File: config.mk
export PLATFORM = sky130hd
export DESIGN_NAME = fetch_unit
export DESIGN_NICKNAME = d
export VERILOG_FILES = /design/src/rtl/fetch_unit.sv
export SDC_FILE = /design/constraint.sdc
export NUM_CORES = 1
export LEC_CHECK = 0
export CORE_ASPECT_RATIO = 1.2
export CORE_MARGIN = 4
export CORE_UTILIZATION = 42
export CTS_BUF_LIST = sky130_fd_sc_hd__clkbuf_4
export DETAILED_ROUTE_END_ITERATION = 7
export PLACE_DENSITY = 0.87
export SYNTH_ARGS = -nofsm -noshare
export SYNTH_HDL_FRONTEND = slang
export SYNTH_SLANG_ARGS = --single-unit
File: constraint.sdc
create_clock -name clk -period 1.85 [get_ports clk]
set_clock_uncertainty 0.1 [all_clocks]
set_input_delay 0.37 -clock clk [delete_from_list [all_inputs] [get_ports clk]]
set_output_delay 0.37 -clock clk [all_outputs]
set_load 0.05 [all_outputs]
File: src/rtl/fetch_unit.sv
// fetch_unit: instruction fetch stage. Owns the PC, issues one instruction-memory
// read at a time, and holds each returned word in the instruction register until
// decode accepts it. PC redirects arrive on the shared register-load strobe.
// Optional build macro FETCH_STATS_EN adds a saturating 16-bit count of delivered
// instructions on output fetch_count.
module fetch_unit #(
    parameter int unsigned WORD_SIZE = 19,
    parameter int unsigned ADDR_SIZE = 20,
    parameter logic [ADDR_SIZE-1:0] RESET_PC = '0
) (
    input  logic                 clk,
    input  logic                 rst_n,
    output logic                 imem_req_valid,
    output logic [ADDR_SIZE-1:0] imem_req_addr,
    input  logic                 imem_req_ready,
    input  logic                 imem_rsp_valid,
    input  logic [WORD_SIZE-1:0] imem_rsp_data,
    output logic                 ir_valid,
    output logic [WORD_SIZE-1:0] ir_data,
    output logic [ADDR_SIZE-1:0] ir_pc,
    input  logic                 ir_ready,
    input  logic                 load_en,
    input  logic [2:0]           load_sel,
    input  logic [ADDR_SIZE-1:0] load_addr
`ifdef FETCH_STATS_EN
    ,
    output logic [15:0]          fetch_count
`endif
);

    localparam logic [1:0] IDLE = 2'd0;
    localparam logic [1:0] REQ  = 2'd1;
    localparam logic [1:0] WAIT = 2'd2;
    localparam logic [1:0] HOLD = 2'd3;

    localparam logic [2:0] LOAD_PC = 3'b000;

    logic [1:0]           state, state_next;
    logic [ADDR_SIZE-1:0] pc, pc_next;
    logic                 discard, discard_next;
    logic [WORD_SIZE-1:0] ir_data_next;
    logic [ADDR_SIZE-1:0] ir_pc_next;
    logic                 redir;
    logic                 consumed;

    assign redir = load_en && (load_sel == LOAD_PC);

    // State, PC and response-discard flag registers
    always_ff @(posedge clk or negedge rst_n) begin
        if (!rst_n) begin
            state   <= IDLE;
            pc      <= RESET_PC;
            discard <= 1'b0;
        end else begin
            state   <= state_next;
            pc      <= pc_next;
            discard <= discard_next;
        end
    end

    // Next-state, PC, and instruction-register update logic
    always_comb begin
        state_next   = state;
        pc_next      = pc;
        discard_next = discard;
        ir_data_next = ir_data;
        ir_pc_next   = ir_pc;
        consumed     = 1'b0;
        case (state)
            IDLE: begin
                state_next = REQ;
            end
            REQ: begin
                if (imem_req_ready) begin
                    state_next = WAIT;
                    if (redir) begin
                        // Old-address request is already in flight; drop its data
                        discard_next = 1'b1;
                        pc_next      = load_addr;
                    end
                end else if (redir) begin
                    pc_next = load_addr;
                end
            end
            WAIT: begin
                if (imem_rsp_valid) begin
                    if (discard || redir) begin
                        discard_next = 1'b0;
                        state_next   = REQ;
                        if (redir) begin
                            pc_next = load_addr;
                        end
                    end else begin
                        ir_data_next = imem_rsp_data;
                        ir_pc_next   = pc;
                        state_next   = HOLD;
                    end
                end else if (redir) begin
                    discard_next = 1'b1;
                    pc_next      = load_addr;
                end
            end
            HOLD: begin
                if (redir) begin
                    pc_next    = load_addr;
                    state_next = REQ;
                end else if (ir_ready) begin
                    pc_next    = pc + ADDR_SIZE'(1);
                    state_next = REQ;
                    consumed   = 1'b1;
                end
            end
            default: begin
                state_next = IDLE;
            end
        endcase
    end

    // Registered outputs, decoded from the upcoming state
    always_ff @(posedge clk or negedge rst_n) begin
        if (!rst_n) begin
            imem_req_valid <= 1'b0;
            imem_req_addr  <= RESET_PC;
            ir_valid       <= 1'b0;
            ir_data        <= '0;
            ir_pc          <= '0;
        end else begin
            imem_req_valid <= (state_next == REQ);
            imem_req_addr  <= pc_next;
            ir_valid       <= (state_next == HOLD);
            ir_data        <= ir_data_next;
            ir_pc          <= ir_pc_next;
        end
    end

`ifdef FETCH_STATS_EN
    // Saturating count of instructions handed to decode
    always_ff @(posedge clk or negedge rst_n) begin
        if (!rst_n) begin
            fetch_count <= 16'h0000;
        end else if (consumed && (fetch_count != 16'hFFFF)) begin
            fetch_count <= fetch_count + 16'd1;
        end
    end
`else
    logic unused_consumed;
    assign unused_consumed = consumed;
`endif

endmodule

; Yosys cells after proc, flatten, opt, wreduce, memory -nomap -nowiden
; Index checks and enable logic that the tools add are counted.
[op_classes]
n_addsub = 1
eq_ne = 8
n_mux = 17
bitwise_logic = 1
reduce_logical = 9
[op_table]
columns = cell, count
row1 = 2-to-1 mux 20 bit, 5
row2 = case mux 20 bit (3 select lines), 1
row3 = "adder 20 x 1 -> 20 bit, second input constant", 1
row4 = 2-to-1 mux 2 bit, 5
row5 = AND reduction 3 bit, 3
row6 = case mux 2 bit (4 select lines), 1
row7 = "== test 2 bit, second input constant", 3
row8 = "!= test 3 bit, second input constant", 2
row9 = "== test 2 x 1 -> 1 bit, second input constant", 2
row10 = 2-to-1 mux 1 bit, 4
row11 = zero test 3 bit, 1
row12 = nonzero test 3 bit, 1
row13 = zero test 2 bit, 1
row14 = "!= test 2 bit, second input constant", 1
row15 = case mux 1 bit (2 select lines), 1
row16 = nonzero test 2 bit, 1
row17 = logical AND 1 bit, 1
row18 = logical OR 1 bit, 1
row19 = inverter 1 bit, 1
[totals]
regBits = 64
inputBits = 48
output_inout_bits = 61
wordCells = 43

; Logic depth before layout (Yosys ltp)
[depth]
ltp_word = 7
depth_mapped = 8
depth_no_buf = 6

; Worst setup path before layout
; No wires, ideal clock.
[synth_path]
path_type = flip-flop to flip-flop
from = reg imem_req_addr[0] (netlist name)
to = reg imem_req_addr[16]
setup_time_ns = 0.120
t_arrival_ns = 1.987
required_ns = 1.630
setup_slack_ns = -0.357
stages_incl_launch_ff = 7
path_buffers = 0
period_less_slack_ns = 2.207
path_cell_list = dfrtp_1 > ha_1 > nand4_1 > nor2_1 > and2_1 > a41oi_1 > o22a_2
[synth_lines]
columns = element, line
row1 = "end signal, assigned", 129  ; imem_req_addr <= pc_next;
row2 = "end, declared", 14  ; output logic [ADDR_SIZE-1:0] imem_req_addr,

==> reports/metrics.yaml <==
holdWs_ns: 0.414
dp_hpwl_um: 5840
grt_max_degree: 65
cp.buffers_inverters: 0
p_sw_mw: 4.87
fill_cells: 533
synth.most_common_cell: "dfrtp_1"
cpPeakStageDelay_ns: 0.45
switching_share_pct: 50.1
die_y_um: 101
p_comb_share_pct: 62.9
min_path_type: "register to register"
drc_errors: 0
final_hold_viol_count: 0
synth_async_sr_flop_share_pct: 100
max_cap_violations: 0
nNetsFinal: 461
totalWireLength_um: 8600
setup_viol: 0
fin_ws_ns: 0.0431
power_per_cell_area_nw_per_um2: 2070
clock_latency_ns: 0.40
tritoncts: "done"
avgSynthCellArea_um2: 11.5
grt_pass1_wl_um: 13100
cp_top_family: "simple AND/OR/NAND/NOR gates"
drt-pass1-iter-count: 4
wl_per_cell_um: 17.1
syn_inst: 265
tightest_slew_ns: 0.348
syn_area_um2: 3040
die-area_um2: 8660
overflow: 0
seqPwrFrac_pct: 27.6
grt_use_total_pct: 18.8
rows: 33
place_worst_setup_slack_ns: -0.550
yosys.area.top_type: "dfrtp_1"
seq_area_frac_synth_pct: 52.7
status: "completed"
fin_crit_ns: 1.81
final_cells: 504
cp_slowest_cell: "dfrtp_2"
ys_types: 47
cp_data_arrival_time_ns: 1.97
max_freq_mhz: 553
ys_top_cells_by_area: "dfrtp_1 (53%), mux2_2 (14%), a21oi_1 (3.1%)"
crit_type: "register to register"
critPathRequiredTime_ns: 2.02
crit_path_end_kind: "register"
p_int_mw: 4.86
slew_headroom_pct: 76.7
clkSlewWorstSetupHoldPaths_ns: 0.11
clockBufferDepth: 2
io_pins: 109
cts_buffers: 9
finalCritPeriodShare_pct: 97.7
ys_warn_count: 0
area_delta_synth_final_pct: 54.4
r2r_slack_ns: 0.04
root_buffer: "clkbuf_4"
num_vias: 2774
die_w_um: 85.6
slew_violations: 0
antenna_found_initial: 0
antenna_cells: 0
synth_flop_cell: "dfrtp_1"
initial_core_util_pct: 43.8
synth_top_area_share_pct: 52.7
worstSetupStartpointType: "register"
tns_ns: 0
h-tree-depth: 3
grt_pass1_vias: 2850
vias_per_cell: 5.50
ir_drop_uv: 1320
io_buffers: 108
cts.sinks: 64
leakagePower_nw: 2.13
syn-num-nets: 314
clock_power_share_pct: 9.5
dp_cells: 473
ant_nets: 0
drive_gt1_share_pct: 46.5
gp_congestion: 0.834
yosys-top-cells-count: "dfrtp_1 (64), mux2_2 (38), a21oi_1 (19)"
dpl_cell_area_um2: 4330
crit_chain: "and4_1 > and4_2 > and2_1 > a311oi_1 > a211oi_2"
synth.ff_latch_count: 64
synth_edf_count: 0
drtIter0Drc: 95
coreArea_um2: 6940
cp_max_fo: 5
finalInstanceArea_um2: 4690
-- cell type report --
type / instances / area (µm²) / area share, %
Sequential cell: 64 / 1620 / 34.5
Timing Repair Buffer: 151 / 1420 / 30.2
Multi-Input combinational cell: 181 / 1400 / 29.7
Tap cell: 87 / 109 / 2.32
Clock buffer: 11 / 82.6 / 1.76
Clock inverter: 5 / 48.8 / 1.04
Inverter: 5 / 18.8 / 0.400
-- registers in the layout (all words and copies together), names as in the netlist --
name / flops
ir_pc: 20
state: 2
imem_req_valid: 1
discard: 1
ir_valid: 1
ir_data: 19
imem_req_addr: 20
-- cell families (layout without fill, tap and decap cells) --
kind of cell    Yosys count  in the layout  synth area share, %
simple gates             73             74                 13.4
buf+inv                  21            172                 4.57
flops                    64             64                 52.7
fa+ha+maj                 1              1                0.412
compound gates           67             67                 14.4
mux                      39             39                 14.4
-- worst register-to-register path: stages, from the launching register on --
cell	delay, ns
dfrtp_2	0.45
and4_1	0.23
and4_2	0.28
and2_1	0.17
a311oi_1	0.35
a211oi_2	0.09
-- metal layers --
metal	vias to the layer above	global-route usage (%)	share of wire, %
li1	1289	-	-
met1	1358	21.9	38
met2	115	33.4	53
met3	12	4.39	7.4
met4	0	7.55	1.7
met5	-	0	0
-- power groups by stage --
stage               registers (mW)  logic (mW)  clock network, mW
detailed placement            2.70        5.78                  0
finish                        2.68        6.12              0.923
global placement              2.64        5.64                  0
global route                  2.78        6.42               1.01
floorplan                     4.88        1.53                  0
CTS                           2.67        5.82              0.942
-- cell usage in the layout (no fill, tap or decap), types with 4 or more instances in the layout --
cell / synthesis / routed
nand3_1: 13 / 12
and3_1: 5 / 5
o21ai_0: 16 / 16
nand4_1: 5 / 5
o22a_2: 4 / 4
dlymetal6s2s_1: 0 / 4
a21oi_1: 19 / 17
nand2_1: 18 / 17
dfrtp_1: 64 / 51
mux2_2: 38 / 38
a31oi_1: 5 / 5
clkbuf_4: 0 / 12
clkdlybuf4s50_1: 0 / 42
nor2_1: 12 / 11
inv_1: 5 / 5
buf_12: 0 / 9
dfrtp_2: 0 / 13
buf_4: 0 / 88
-- worst paths after layout --
| check | start | to | depth (start not counted) |
|---|---|---|---|
| max | imem_req_addr[11] | imem_req_addr[19] | 5 |
| min | ir_data[6] | ir_data[6] | 1 |
| max reg2reg | imem_req_addr[11] | imem_req_addr[19] | 5 |
| min reg2reg | ir_data[6] | ir_data[6] | 1 |
| max in group asynchronous | rst_n | imem_req_addr[3] | 3 |
| min in group asynchronous | rst_n | imem_req_addr[19] | 3 |
-- per-stage QoR --
stage               utilization [%]  power, mW
global placement               62.4       8.28
detailed placement             62.4       8.47
CTS                            64.8       9.43
global route                   67.6       10.2
finish                         67.6       9.73
floorplan                         -       6.40
-- what timing repair did --
| action | in CTS | in global routing |
|---|---|---|
| resized for setup | 2 | 17 |
| cloned | 0 | 3 |
| pin swaps | 2 | 5 |
| hold buffers | 1 | 0 |
| endpoints found under the setup margin | 27 | 53 |
| hold endpoints to repair | 64 | 0 |
| buffers inserted | 2 | 9 |
Note: power is estimated with default switching activity, not from simulation.
